## config.mk

```make
export PLATFORM = sky130hd
export DESIGN_NAME = complex_magnitude_peak_flat
export DESIGN_NICKNAME = d
export VERILOG_FILES = /design/src/rtl/complex_magnitude_peak_if.sv /design/src/rtl/complex_magnitude_peak.sv /design/src/flat_wrapper.sv
export SDC_FILE = /design/constraint.sdc
export NUM_CORES = 1
export LEC_CHECK = 0
export ABC_AREA = 1
export CAP_MARGIN = 20
export CORE_UTILIZATION = 45
export CTS_CLUSTER_SIZE = 30
export DETAILED_ROUTE_END_ITERATION = 8
export PLACE_DENSITY_LB_ADDON = 0.25
export SLEW_MARGIN = 0
export SYNTH_ARGS = -nofsm -noshare
export SYNTH_HDL_FRONTEND = slang
export SYNTH_SLANG_ARGS = --single-unit
```

## constraint.sdc

```tcl
create_clock -name clock -period 8.6 [get_ports clock]
set_input_delay 1.72 -clock clock [delete_from_list [all_inputs] [get_ports clock]]
set_output_delay 1.72 -clock clock [all_outputs]
set_load 0.005 [all_outputs]
```

## src/rtl/complex_magnitude_peak_if.sv

```systemverilog
// Streaming bus for complex_magnitude_peak: complex samples in,
// magnitude plus frame peak results out.
interface complex_magnitude_peak_if #(
    parameter int DATA_WIDTH  = 16,
    parameter int INDEX_WIDTH = 16
);
    logic                   enable;
    logic                   dataInValid;
    logic [DATA_WIDTH-1:0]  dataInRe;
    logic [DATA_WIDTH-1:0]  dataInIm;
    logic                   dataOutValid;
    logic [DATA_WIDTH:0]    dataOut;
    logic [DATA_WIDTH:0]    peakValue;
    logic [INDEX_WIDTH-1:0] peakIndex;
    logic                   frameDone;

    modport master (
        output enable, dataInValid, dataInRe, dataInIm,
        input  dataOutValid, dataOut, peakValue, peakIndex, frameDone
    );

    modport slave (
        input  enable, dataInValid, dataInRe, dataInIm,
        output dataOutValid, dataOut, peakValue, peakIndex, frameDone
    );
endinterface

```

## src/rtl/complex_magnitude_peak.sv

```systemverilog
// Pipelined alpha-max-plus-beta-min magnitude with per-frame peak search.
// Peak tracking is compiled in only when PEAK_DETECT_EN is defined.
module complex_magnitude_peak #(
    parameter int DATA_WIDTH   = 16,
    parameter int FRAME_LENGTH = 33000,
    parameter int INDEX_WIDTH  = 16
) (
    input logic clock,
    input logic reset,
    complex_magnitude_peak_if.slave bus
);

    if (FRAME_LENGTH < 2 || FRAME_LENGTH > 2 ** INDEX_WIDTH) begin : g_bad_cfg
        $error("FRAME_LENGTH does not fit INDEX_WIDTH");
    end

    localparam logic [DATA_WIDTH-1:0] ONE_W = DATA_WIDTH'(1);

    logic                  v1_q, v2_q, v3_q;
    logic [DATA_WIDTH-1:0] absRe_q, absIm_q, absRe_d, absIm_d;
    logic [DATA_WIDTH-1:0] max_q, min_q, max_d, min_d;
    logic [DATA_WIDTH:0]   mag_q, mag_d, mx, mn;

    // -2^(W-1) negates to 2^(W-1), which is exact as a W-bit unsigned
    always_comb begin
        absRe_d = bus.dataInRe[DATA_WIDTH-1] ? (~bus.dataInRe + ONE_W)
                                             : bus.dataInRe;
        absIm_d = bus.dataInIm[DATA_WIDTH-1] ? (~bus.dataInIm + ONE_W)
                                             : bus.dataInIm;
        max_d   = (absRe_q >= absIm_q) ? absRe_q : absIm_q;
        min_d   = (absRe_q >= absIm_q) ? absIm_q : absRe_q;
        mx      = {1'b0, max_q};
        mn      = {1'b0, min_q};
        mag_d   = mx - (mx >> 4) + (mn >> 1) - (mn >> 5);
    end

    always_ff @(posedge clock or posedge reset) begin
        if (reset) begin
            v1_q    <= 1'b0;
            v2_q    <= 1'b0;
            v3_q    <= 1'b0;
            absRe_q <= '0;
            absIm_q <= '0;
            max_q   <= '0;
            min_q   <= '0;
            mag_q   <= '0;
        end else if (bus.enable) begin
            v1_q <= bus.dataInValid;
            v2_q <= v1_q;
            v3_q <= v2_q;
            if (bus.dataInValid) begin
                absRe_q <= absRe_d;
                absIm_q <= absIm_d;
            end
            if (v1_q) begin
                max_q <= max_d;
                min_q <= min_d;
            end
            if (v2_q) begin
                mag_q <= mag_d;
            end
        end
    end

    assign bus.dataOutValid = v3_q;
    assign bus.dataOut      = mag_q;

`ifdef PEAK_DETECT_EN
    localparam logic [INDEX_WIDTH-1:0] LAST_IDX = INDEX_WIDTH'(FRAME_LENGTH - 1);
    localparam logic [INDEX_WIDTH-1:0] ONE_I    = INDEX_WIDTH'(1);

    logic [INDEX_WIDTH-1:0] cnt_q, cnt_d;
    logic [INDEX_WIDTH-1:0] runIdx_q, runIdx_d;
    logic [INDEX_WIDTH-1:0] pkIdx_q, pkIdx_d;
    logic [DATA_WIDTH:0]    run_q, run_d;
    logic [DATA_WIDTH:0]    pk_q, pk_d;
    logic                   done_q, done_d;
    logic                   take;

    // strict compare keeps the earliest index on ties
    always_comb begin
        take     = (cnt_q == '0) || (mag_q > run_q);
        cnt_d    = cnt_q;
        run_d    = run_q;
        runIdx_d = runIdx_q;
        pk_d     = pk_q;
        pkIdx_d  = pkIdx_q;
        done_d   = 1'b0;
        if (v3_q) begin
            if (take) begin
                run_d    = mag_q;
                runIdx_d = cnt_q;
            end
            if (cnt_q == LAST_IDX) begin
                cnt_d   = '0;
                pk_d    = run_d;
                pkIdx_d = runIdx_d;
                done_d  = 1'b1;
            end else begin
                cnt_d = cnt_q + ONE_I;
            end
        end
    end

    always_ff @(posedge clock or posedge reset) begin
        if (reset) begin
            cnt_q    <= '0;
            run_q    <= '0;
            runIdx_q <= '0;
            pk_q     <= '0;
            pkIdx_q  <= '0;
            done_q   <= 1'b0;
        end else if (bus.enable) begin
            cnt_q    <= cnt_d;
            run_q    <= run_d;
            runIdx_q <= runIdx_d;
            pk_q     <= pk_d;
            pkIdx_q  <= pkIdx_d;
            done_q   <= done_d;
        end
    end

    assign bus.peakValue = pk_q;
    assign bus.peakIndex = pkIdx_q;
    assign bus.frameDone = done_q;
`else
    assign bus.peakValue = '0;
    assign bus.peakIndex = '0;
    assign bus.frameDone = 1'b0;
`endif

endmodule

```

## src/flat_wrapper.sv

```systemverilog
// flat-port wrapper written by rule: the top's interface ports become plain ports
module complex_magnitude_peak_flat 
#(
    parameter int DATA_WIDTH   = 16,
    parameter int FRAME_LENGTH = 33000,
    parameter int INDEX_WIDTH  = 16
)
  (clock, reset, bus_enable, bus_dataInValid, bus_dataInRe, bus_dataInIm, bus_dataOutValid, bus_dataOut, bus_peakValue, bus_peakIndex, bus_frameDone);
  complex_magnitude_peak_if #(.DATA_WIDTH(DATA_WIDTH), .INDEX_WIDTH(INDEX_WIDTH)) bus_i ();
  input logic clock;
  input logic reset;
  input wire logic [$bits(bus_i.enable)-1:0] bus_enable;
  input wire logic [$bits(bus_i.dataInValid)-1:0] bus_dataInValid;
  input wire logic [$bits(bus_i.dataInRe)-1:0] bus_dataInRe;
  input wire logic [$bits(bus_i.dataInIm)-1:0] bus_dataInIm;
  output wire logic [$bits(bus_i.dataOutValid)-1:0] bus_dataOutValid;
  output wire logic [$bits(bus_i.dataOut)-1:0] bus_dataOut;
  output wire logic [$bits(bus_i.peakValue)-1:0] bus_peakValue;
  output wire logic [$bits(bus_i.peakIndex)-1:0] bus_peakIndex;
  output wire logic [$bits(bus_i.frameDone)-1:0] bus_frameDone;
  assign bus_i.enable = bus_enable;
  assign bus_i.dataInValid = bus_dataInValid;
  assign bus_i.dataInRe = bus_dataInRe;
  assign bus_i.dataInIm = bus_dataInIm;
  assign bus_dataOutValid = bus_i.dataOutValid;
  assign bus_dataOut = bus_i.dataOut;
  assign bus_peakValue = bus_i.peakValue;
  assign bus_peakIndex = bus_i.peakIndex;
  assign bus_frameDone = bus_i.frameDone;
  complex_magnitude_peak #(.DATA_WIDTH(DATA_WIDTH), .FRAME_LENGTH(FRAME_LENGTH), .INDEX_WIDTH(INDEX_WIDTH)) u_core (.clock(clock), .reset(reset), .bus(bus_i));
endmodule
```

# Word-level counts from Yosys, hierarchy flattened
# Cells that the tools add are included.
dict set report op_classes {
  n_reduce_logical 3
  bitwise 2
  magnitude_cmp 1
  n_mux 4
  add_sub_neg 5
}
# op count
set ops {}
lappend ops {{$mux W16} 4}
lappend ops {{$add A16 B1 Y16 const B} 2}
lappend ops {{$not A16 Y16} 2}
lappend ops {{$add A17 B15 Y17} 1}
lappend ops {{$sub A16 B12 Y17} 1}
lappend ops {{$sub A17 B11 Y17} 1}
lappend ops {{$ge A16 B16 Y1} 1}
lappend ops {{$reduce_and A2 Y1} 3}
dict set report word_totals {
  wordCells 23
  output_inout_bits 52
  register_bits 84
  in_bits 36
}

# Logic depth before layout (Yosys ltp)
# Gate-level depths: netlist of the first run.
dict set report depth {
  word_depth 3
  ltp_mapped 17
  depth_no_buf 17
}

# Worst setup path after synthesis of the first run
# Ideal clock, no wire load.
dict set report synth_timing {
  path_kind {register to register}
  start {register u_core.min_q[1]}
  end {register u_core.mag_q[16] (netlist: u_core.bus.dataOut[16])}
  n_path_buf 0
  setup_time_ns 0.118
  stages_incl_launch_ff 16
  required_time_ns 8.482
  path_slack_ns 5.763
  arrival_ns 2.719
  synth_period_minus_slack_ns 2.837
  cell_sequence {dfrtp_1 fa_1 inv_1 fa_1 inv_1 ha_1 fa_1 nand2_1 nand3_1 and2_1 nand2_1 nand2_1 nand2_1 nand3_1 nand3_1 nand2_1}
}
dict set report synth_via {
  elab_chain_cells 2
}
# item line
set synth_lines {}
lappend synth_lines {{from (decl)} complex_magnitude_peak.sv:21} ;# logic [DATA_WIDTH-1:0] max_q, min_q, max_d, min_d;
lappend synth_lines {{from (signal assigned)} complex_magnitude_peak.sv:57} ;# min_q <= min_d;
lappend synth_lines {{$add A17 B15 Y17} complex_magnitude_peak.sv:34} ;# mag_d = mx - (mx >> 4) + (mn >> 1) - (mn >> 5);
lappend synth_lines {{$sub A17 B11 Y17} complex_magnitude_peak.sv:34}
lappend synth_lines {{to (signal assigned)} complex_magnitude_peak.sv:60} ;# mag_q <= mag_d;
lappend synth_lines {{to (decl)} complex_magnitude_peak.sv:22} ;# logic [DATA_WIDTH:0] mag_q, mag_d, mx, mn;
# Every way passes these cells.
# A chain may end at the register's enable or synchronous reset.

# Worst setup path in the final report of the first run
dict set report layout_timing {
  start {input bus_enable}
  end {register u_core.absIm_q[8]}
}
dict set report layout_via {
  elab_chain_cells 1
}
# item line
set layout_lines {}
lappend layout_lines {{from (decl)} flat_wrapper.sv:12} ;# input wire logic [$bits(bus_i.enable)-1:0] bus_enable;
lappend layout_lines {{$reduce_and A2 Y1 (no source line)} n/a}
lappend layout_lines {{to (signal assigned)} complex_magnitude_peak.sv:53} ;# absIm_q <= absIm_d;
lappend layout_lines {{to (decl)} complex_magnitude_peak.sv:20} ;# logic [DATA_WIDTH-1:0] absRe_q, absIm_q, absRe_d, absIm_d;
# Every way passes these cells.

==> out/metrics.cfg, run 1 <==
[synthesis]
post_synth_and_or_nand_nor_area_fraction_pct=28.7
synth-async-reset-ratio_pct=100
synthFlopType=sky130_fd_sc_hd__dfrtp_1
synth_top_family_by_area=simple AND/OR/NAND/NOR gates
ys_top_cells_by_count=sky130_fd_sc_hd__nand2_1 (250), sky130_fd_sc_hd__inv_1 (147), sky130_fd_sc_hd__nand3_1 (115)
post_synth_mux_area_share_pct=0
yosys.cell_count.top_type=sky130_fd_sc_hd__nand2_1
postSynthCellCount=888
synth.ff_latch_count=83
synth.distinct_cells=35
netlist.area_leader.share_pct=32.2
seq_area_frac_synth_pct=32.2
synth_area_per_cell_um2=7.27
adder_and_majority_gate_portion_of_the_synthesized_area_pct=15.2
synthDominantAreaCellType=sky130_fd_sc_hd__dfrtp_1
synthesis.area_um2=6450
synth_enable_flop_cells=0
synth-compound-area-share_pct=6.94
synth_xor_xnor_area_share_pct=2.17
synth_top_cells_by_area=sky130_fd_sc_hd__dfrtp_1 (32%), sky130_fd_sc_hd__nand2_1 (15%), sky130_fd_sc_hd__nand3_1 (8.9%)
number_of_synthesis_warnings=0

[die]
floorplan.initialDensity_pct=46.3
placement_rows=43
die_x_um=122
io_pins=88
die_area_um2=14800
fp.coreArea_um2=13900
die_height_um=122

[setup_path]
worstPathMaxFanout=36
crit_path_start_kind=input port
reg2reg_path_depth=15
reg2reg_setup_slack_ns=5.49
critPathArrivalTime_ns=4.32
path_class=input port to flop
cp-end-kind=flop
required_time_at_the_endpoint_of_the_critical_path_ns=8.78

[power]
pwr_density_cell_nw_per_um2=415
power_report.internal_total_mw=1.63
switching_power_mw=1.42
power_switching_share_pct=46.4
cellLeakagePower_nw=3.93
part_of_the_total_power_dissipated_in_combinational_logic_pct=64.9
clock_power_share_pct=15.6
worst_ir_drop_vdd_v=0.000206
power_frac_seq_pct=19.4

[grt]
grt_first_pass_wirelength_um=23900
gr-usage-met1_pct=26.9
antenna_found_initial=0
globalRouteOverflowTotal=0
gr-usage-all-layers_pct=20.3
grt_util_met3_pct=2.62
grt_max_degree=84
first_global_vias=5071
grt-busiest-layer=met2
global_route.usage.met2_pct=33.8

[sta]
fmax_mhz=242
final-hold-violation-count=0
finalClockSkew_ns=0.00478
setup_slack_ns=4.46
final-max-slew-violation-count=0
min_period_over_period_pct=48.1
rsz0062_at_grt=no
setup-tns-final_ns=0
maxSlewHeadroom_pct=35.4
finalSetupViolCount=0
fin_worst_hold_slack_ns=0.478
layout_min_cycle_time_ns=4.14
worst-slew-pin-transition_ns=0.966

[detailed_routing]
detailed_route_vias_per_instance=4.81
routed_wire_length_um=13600
violation_count_after_the_first_detailed_routing_iteration=252
detail-route-antenna-nets=0
drcViolationCount=0
num_vias=5342
drtPass1Iterations=4
average_wire_length_per_cell_after_detail_routing_um=12.3

[clocking]
insertion_delay_ns=0.34
ctsResizeCount=0
postCtsHoldBufs=0
root_buffer=sky130_fd_sc_hd__clkbuf_16
cts_buffers=9
cts_tree=done
clk_pin_slew_worst_paths_ns=0.06
post-cts-setup-buffer-count=0
cts.path.max_buffers=2
cts_max_level=3
cts_sinks=83

[finish]
fraction_of_layout_cells_with_a_size_suffix_above_1_pct=3.44
post_layout_nonfiller_instances=1110
n_antenna_cell=0
syn2layout_area_growth_pct=13.8
final_core_util_pct=52.7
n_fill_cell=1403
final_net_count=1025

[run_status]
run_status=completed

[min_path]
min_path_cells=2
hold_class=flop to flop

[placement]
post-place-cells=1093
placement.setup.worst_slack_ns=4.12
routability_driven_placement_congestion_ratio=0.916
dpl.hpwl_um=10400
buffer_ports.inserted=53

[job]
max-cap-violations=0

## sequential cells by signal, summed over array words and instances (netlist names)
register                 count
u_core.v2_q                  1
u_core.bus.dataOutValid      1
u_core.v1_q                  1
u_core.bus.dataOut          17
u_core.max_q                16
u_core.absIm_q              16
u_core.min_q                15
u_core.absRe_q              16
## final timing paths
check	from	end
max in group asynchronous	reset	u_core.absIm_q[7]
hold reg to reg	u_core.bus.dataOut[14]	u_core.bus.dataOut[14]
min in group asynchronous	reset	u_core.bus.dataOutValid
setup / recovery	bus_enable	u_core.absIm_q[8]
setup reg to reg	u_core.min_q[1]	u_core.bus.dataOut[12]
hold / removal	u_core.bus.dataOut[14]	u_core.bus.dataOut[14]
## layout make-up
type,instances,area [um2],share of cell area (%)
repair buffers,55,566,7.70
clock inverters,7,140,1.91
well taps,180,225,3.06
clock buffers,9,225,3.06
flip-flops and latches,83,2080,28.3
inverters,150,564,7.68
multi-input cells,626,3550,48.3
## routing by layer
| metal | wire length (um) | share of wire, % |
|---|---|---|
| met4 | 212 | 1.6 |
| met2 | 6390 | 47 |
| met5 | 0 | 0 |
| met1 | 6620 | 49 |
| met3 | 411 | 3.0 |
## power groups by stage
stage               logic, mW  registers [mW]  clock network, mW
finish                   1.98           0.593              0.477
global route             2.33           0.609              0.500
detailed placement       1.98           0.601                  0
global placement         1.96           0.596                  0
CTS                      2.00           0.595              0.485
floorplan                1.57           0.579                  0
## cell families after synthesis
family / after synthesis
other: 1
and+or+nand+nor: 428
adders and majority gates: 64
xor gates and xnor gates: 16
DFF: 83
AOI/OAI and AO/OA: 84
buffers and inverters: 212
## worst max-delay path, cell delays in order
cell and delay (ns):
sky130_fd_sc_hd__clkdlybuf4s50_1 0.54, sky130_fd_sc_hd__nand2_1 0.66, sky130_fd_sc_hd__clkinv_1 0.93, sky130_fd_sc_hd__nand3_1 0.32
sky130_fd_sc_hd__o21ai_0 0.14
## stage by stage
stage	power, mW	area (um2)
2_1_floorplan	2.15	6580
3_3_place_gp	2.56	6960
3_5_place_dp	2.58	6960
4_1_cts	3.08	7320
5_1_grt	3.44	7350
6_report	3.05	7350
## layout by cell type, fill, tap and decap left out, types with 4 or more instances in the layout
cell type                         Yosys  layout
sky130_fd_sc_hd__nor3_1               7       7
sky130_fd_sc_hd__xor2_1              13      13
sky130_fd_sc_hd__dfrtp_1             83      83
sky130_fd_sc_hd__conb_1               1      34
sky130_fd_sc_hd__nand2_1            250     250
sky130_fd_sc_hd__a21oi_1             25      25
sky130_fd_sc_hd__fa_1                24      24
sky130_fd_sc_hd__inv_1              147     146
sky130_fd_sc_hd__o21bai_1             4       4
sky130_fd_sc_hd__or2_2                4       4
sky130_fd_sc_hd__o21ai_0             42      42
sky130_fd_sc_hd__o21ai_1              4       4
sky130_fd_sc_hd__ha_1                40      40
sky130_fd_sc_hd__nor2_1              29      29
sky130_fd_sc_hd__bufinv_16            0       4
sky130_fd_sc_hd__nand4_1              7       7
sky130_fd_sc_hd__nand3b_1             5       5
sky130_fd_sc_hd__clkbuf_16            0       9
sky130_fd_sc_hd__clkdlybuf4s50_1      0      53
sky130_fd_sc_hd__nand3_1            115     115
No activity file was read; power rests on OpenSTA's default activity.
==> run 2, diff against run 1 <==
==> constraint.sdc (replaced) <==
create_clock -name clock -period 4.2 [get_ports clock]
set_input_delay 0.84 -clock clock [delete_from_list [all_inputs] [get_ports clock]]
set_output_delay 0.84 -clock clock [all_outputs]
set_load 0.005 [all_outputs]
==> out/metrics.cfg, run 2 (synthesis gave the netlist of run 1 again) <==
[finish]
post_layout_nonfiller_instances=1114
stdcell_area_um2=7320
most_used_cells_in_the_layout_excluding_fill_and_tap_cells=sky130_fd_sc_hd__nand2_1 (250), sky130_fd_sc_hd__inv_1 (146), sky130_fd_sc_hd__nand3_1 (115)
final_net_count=1029
syn2layout_area_growth_pct=13.4
fraction_of_layout_cells_with_a_size_suffix_above_1_pct=3.85
flip_flop_count_of_the_largest_register_after_layout=17
n_fill_cell=1352
final_core_util_pct=52.5
layout.cells.most_common=sky130_fd_sc_hd__nand2_1
n_antenna_cell=0

[clocking]
cts_buffers=9
cts_max_level=3
cts.path.max_buffers=2
cts_tree=done
root_buffer=sky130_fd_sc_hd__clkbuf_16
cts_sinks=83
post-cts-setup-buffer-count=0
clk_pin_slew_worst_paths_ns=0.06
postCtsHoldBufs=0
ctsResizeCount=0
insertion_delay_ns=0.34

[placement]
routability_driven_placement_congestion_ratio=0.849
detailed_place.area_um2=6990
placement.setup.worst_slack_ns=1.12
post-place-cells=1098
dpl.hpwl_um=10500
buffer_ports.inserted=53

[detailed_routing]
detail-route-antenna-nets=0
detailed_route_vias_per_instance=4.73
drcViolationCount=0
violation_count_after_the_first_detailed_routing_iteration=236
num_vias=5269
routed_wire_length_um=13300
drtPass1Iterations=4
average_wire_length_per_cell_after_detail_routing_um=11.9

[sta]
worst-slew-pin-transition_ns=0.825
final-max-slew-violation-count=0
finalClockSkew_ns=0.00614
final-hold-violation-count=0
fin_worst_hold_slack_ns=0.477
layout_min_cycle_time_ns=3.06
maxSlewHeadroom_pct=44.9
setup_slack_ns=1.14
rsz0062_at_grt=no
fmax_mhz=327
setup-tns-final_ns=0
finalSetupViolCount=0
min_period_over_period_pct=72.9

[setup_path]
worstPathMaxFanout=3
required_time_at_the_endpoint_of_the_critical_path_ns=4.43
worst_path_max_delay_cell=sky130_fd_sc_hd__fa_1
cp-end-kind=flop
critPathArrivalTime_ns=3.29
path_class=flop to flop
path_buf_inv=2
crit_path_start_kind=flop
path_common_cell=sky130_fd_sc_hd__nand2_1
worst_path_dominant_cell_family=adder cells
ordered_list_of_cells_on_the_worst_path=fa_1, inv_1, fa_1, inv_1, ha_1, fa_1, nand2_1, nand3_1, and2_1, nand2_1, nand2_1, nand2_1, nand3b_1, nand3_1, nand2_1
slowest_delay_ns=0.55

[grt]
grt_first_pass_wirelength_um=23200
grt_util_met3_pct=3.32
gr-usage-met1_pct=25.0
gr-usage-all-layers_pct=19.8
globalRouteOverflowTotal=0
antenna_found_initial=0
grt_max_degree=46
first_global_vias=5062
grt-busiest-layer=met2
global_route.usage.met2_pct=33.9

[die]
die_x_um=122
die_area_um2=14800
floorplan.initialDensity_pct=46.3
die_height_um=122
io_pins=88
placement_rows=43
fp.coreArea_um2=13900

[job]
max-cap-violations=0

[power]
worst_ir_drop_vdd_v=0.000411
cellLeakagePower_nw=3.92
pwr_density_cell_nw_per_um2=841
fin_total_pwr_mw=6.16

[min_path]
hold_class=flop to flop

[run_status]
run_status=completed

[run 2: cell types whose count changed in the layout (fill, tap and decap cells not counted), sizes merged]
cell    change
clkbuf      +1
clkinv      +1
bufinv      -2
buf         +4
[run 2: metal layers]
layer  routed length, um  part of all wire [%]
met1                6300                    47
met2                6320                    48
met3                 447                   3.4
met4                 223                   1.7
met5                   0                     0
[run 2: final timing paths]
| path | startpoint | cells past startpoint | endpoint | slack (ns) |
|---|---|---|---|---|
| setup / recovery | u_core.min_q[1] | 15 | u_core.bus.dataOut[12] | 1.14 |
| hold / removal | u_core.bus.dataOut[9] | 2 | u_core.bus.dataOut[9] | 0.48 |
| setup reg to reg | u_core.min_q[1] | 15 | u_core.bus.dataOut[12] | 1.14 |
| hold reg to reg | u_core.bus.dataOut[9] | 2 | u_core.bus.dataOut[9] | 0.48 |
| max in group asynchronous | reset | 3 | u_core.absIm_q[6] | 2.53 |
| min in group asynchronous | reset | 2 | u_core.bus.dataOut[0] | 0.93 |
[run 2: final cells by class]
cell class | instances | area, um2 | share of cell area [%]
Multi-Input combinational cell | 626 | 3550 | 48.5
Sequential cell | 83 | 2080 | 28.4
Timing Repair Buffer | 59 | 576 | 7.86
Inverter | 150 | 564 | 7.71
Clock buffer | 10 | 239 | 3.26
Tap cell | 180 | 225 | 3.08
Clock inverter | 6 | 88.8 | 1.21
[run 2: power breakdown]
part	total, mW	leakage, nW	internal [mW]	switching, mW
registers	1.21	1.03	1.04	0.174
clock network	0.871	0.155	0.537	0.334
logic	4.07	2.74	1.68	2.39
[run 2: tightest hold or removal path, cell delays in order (launching register included)]
cell	delay [ns]
sky130_fd_sc_hd__dfrtp_1	0.34
sky130_fd_sc_hd__nand2_1	0.05
sky130_fd_sc_hd__nand2_1	0.05
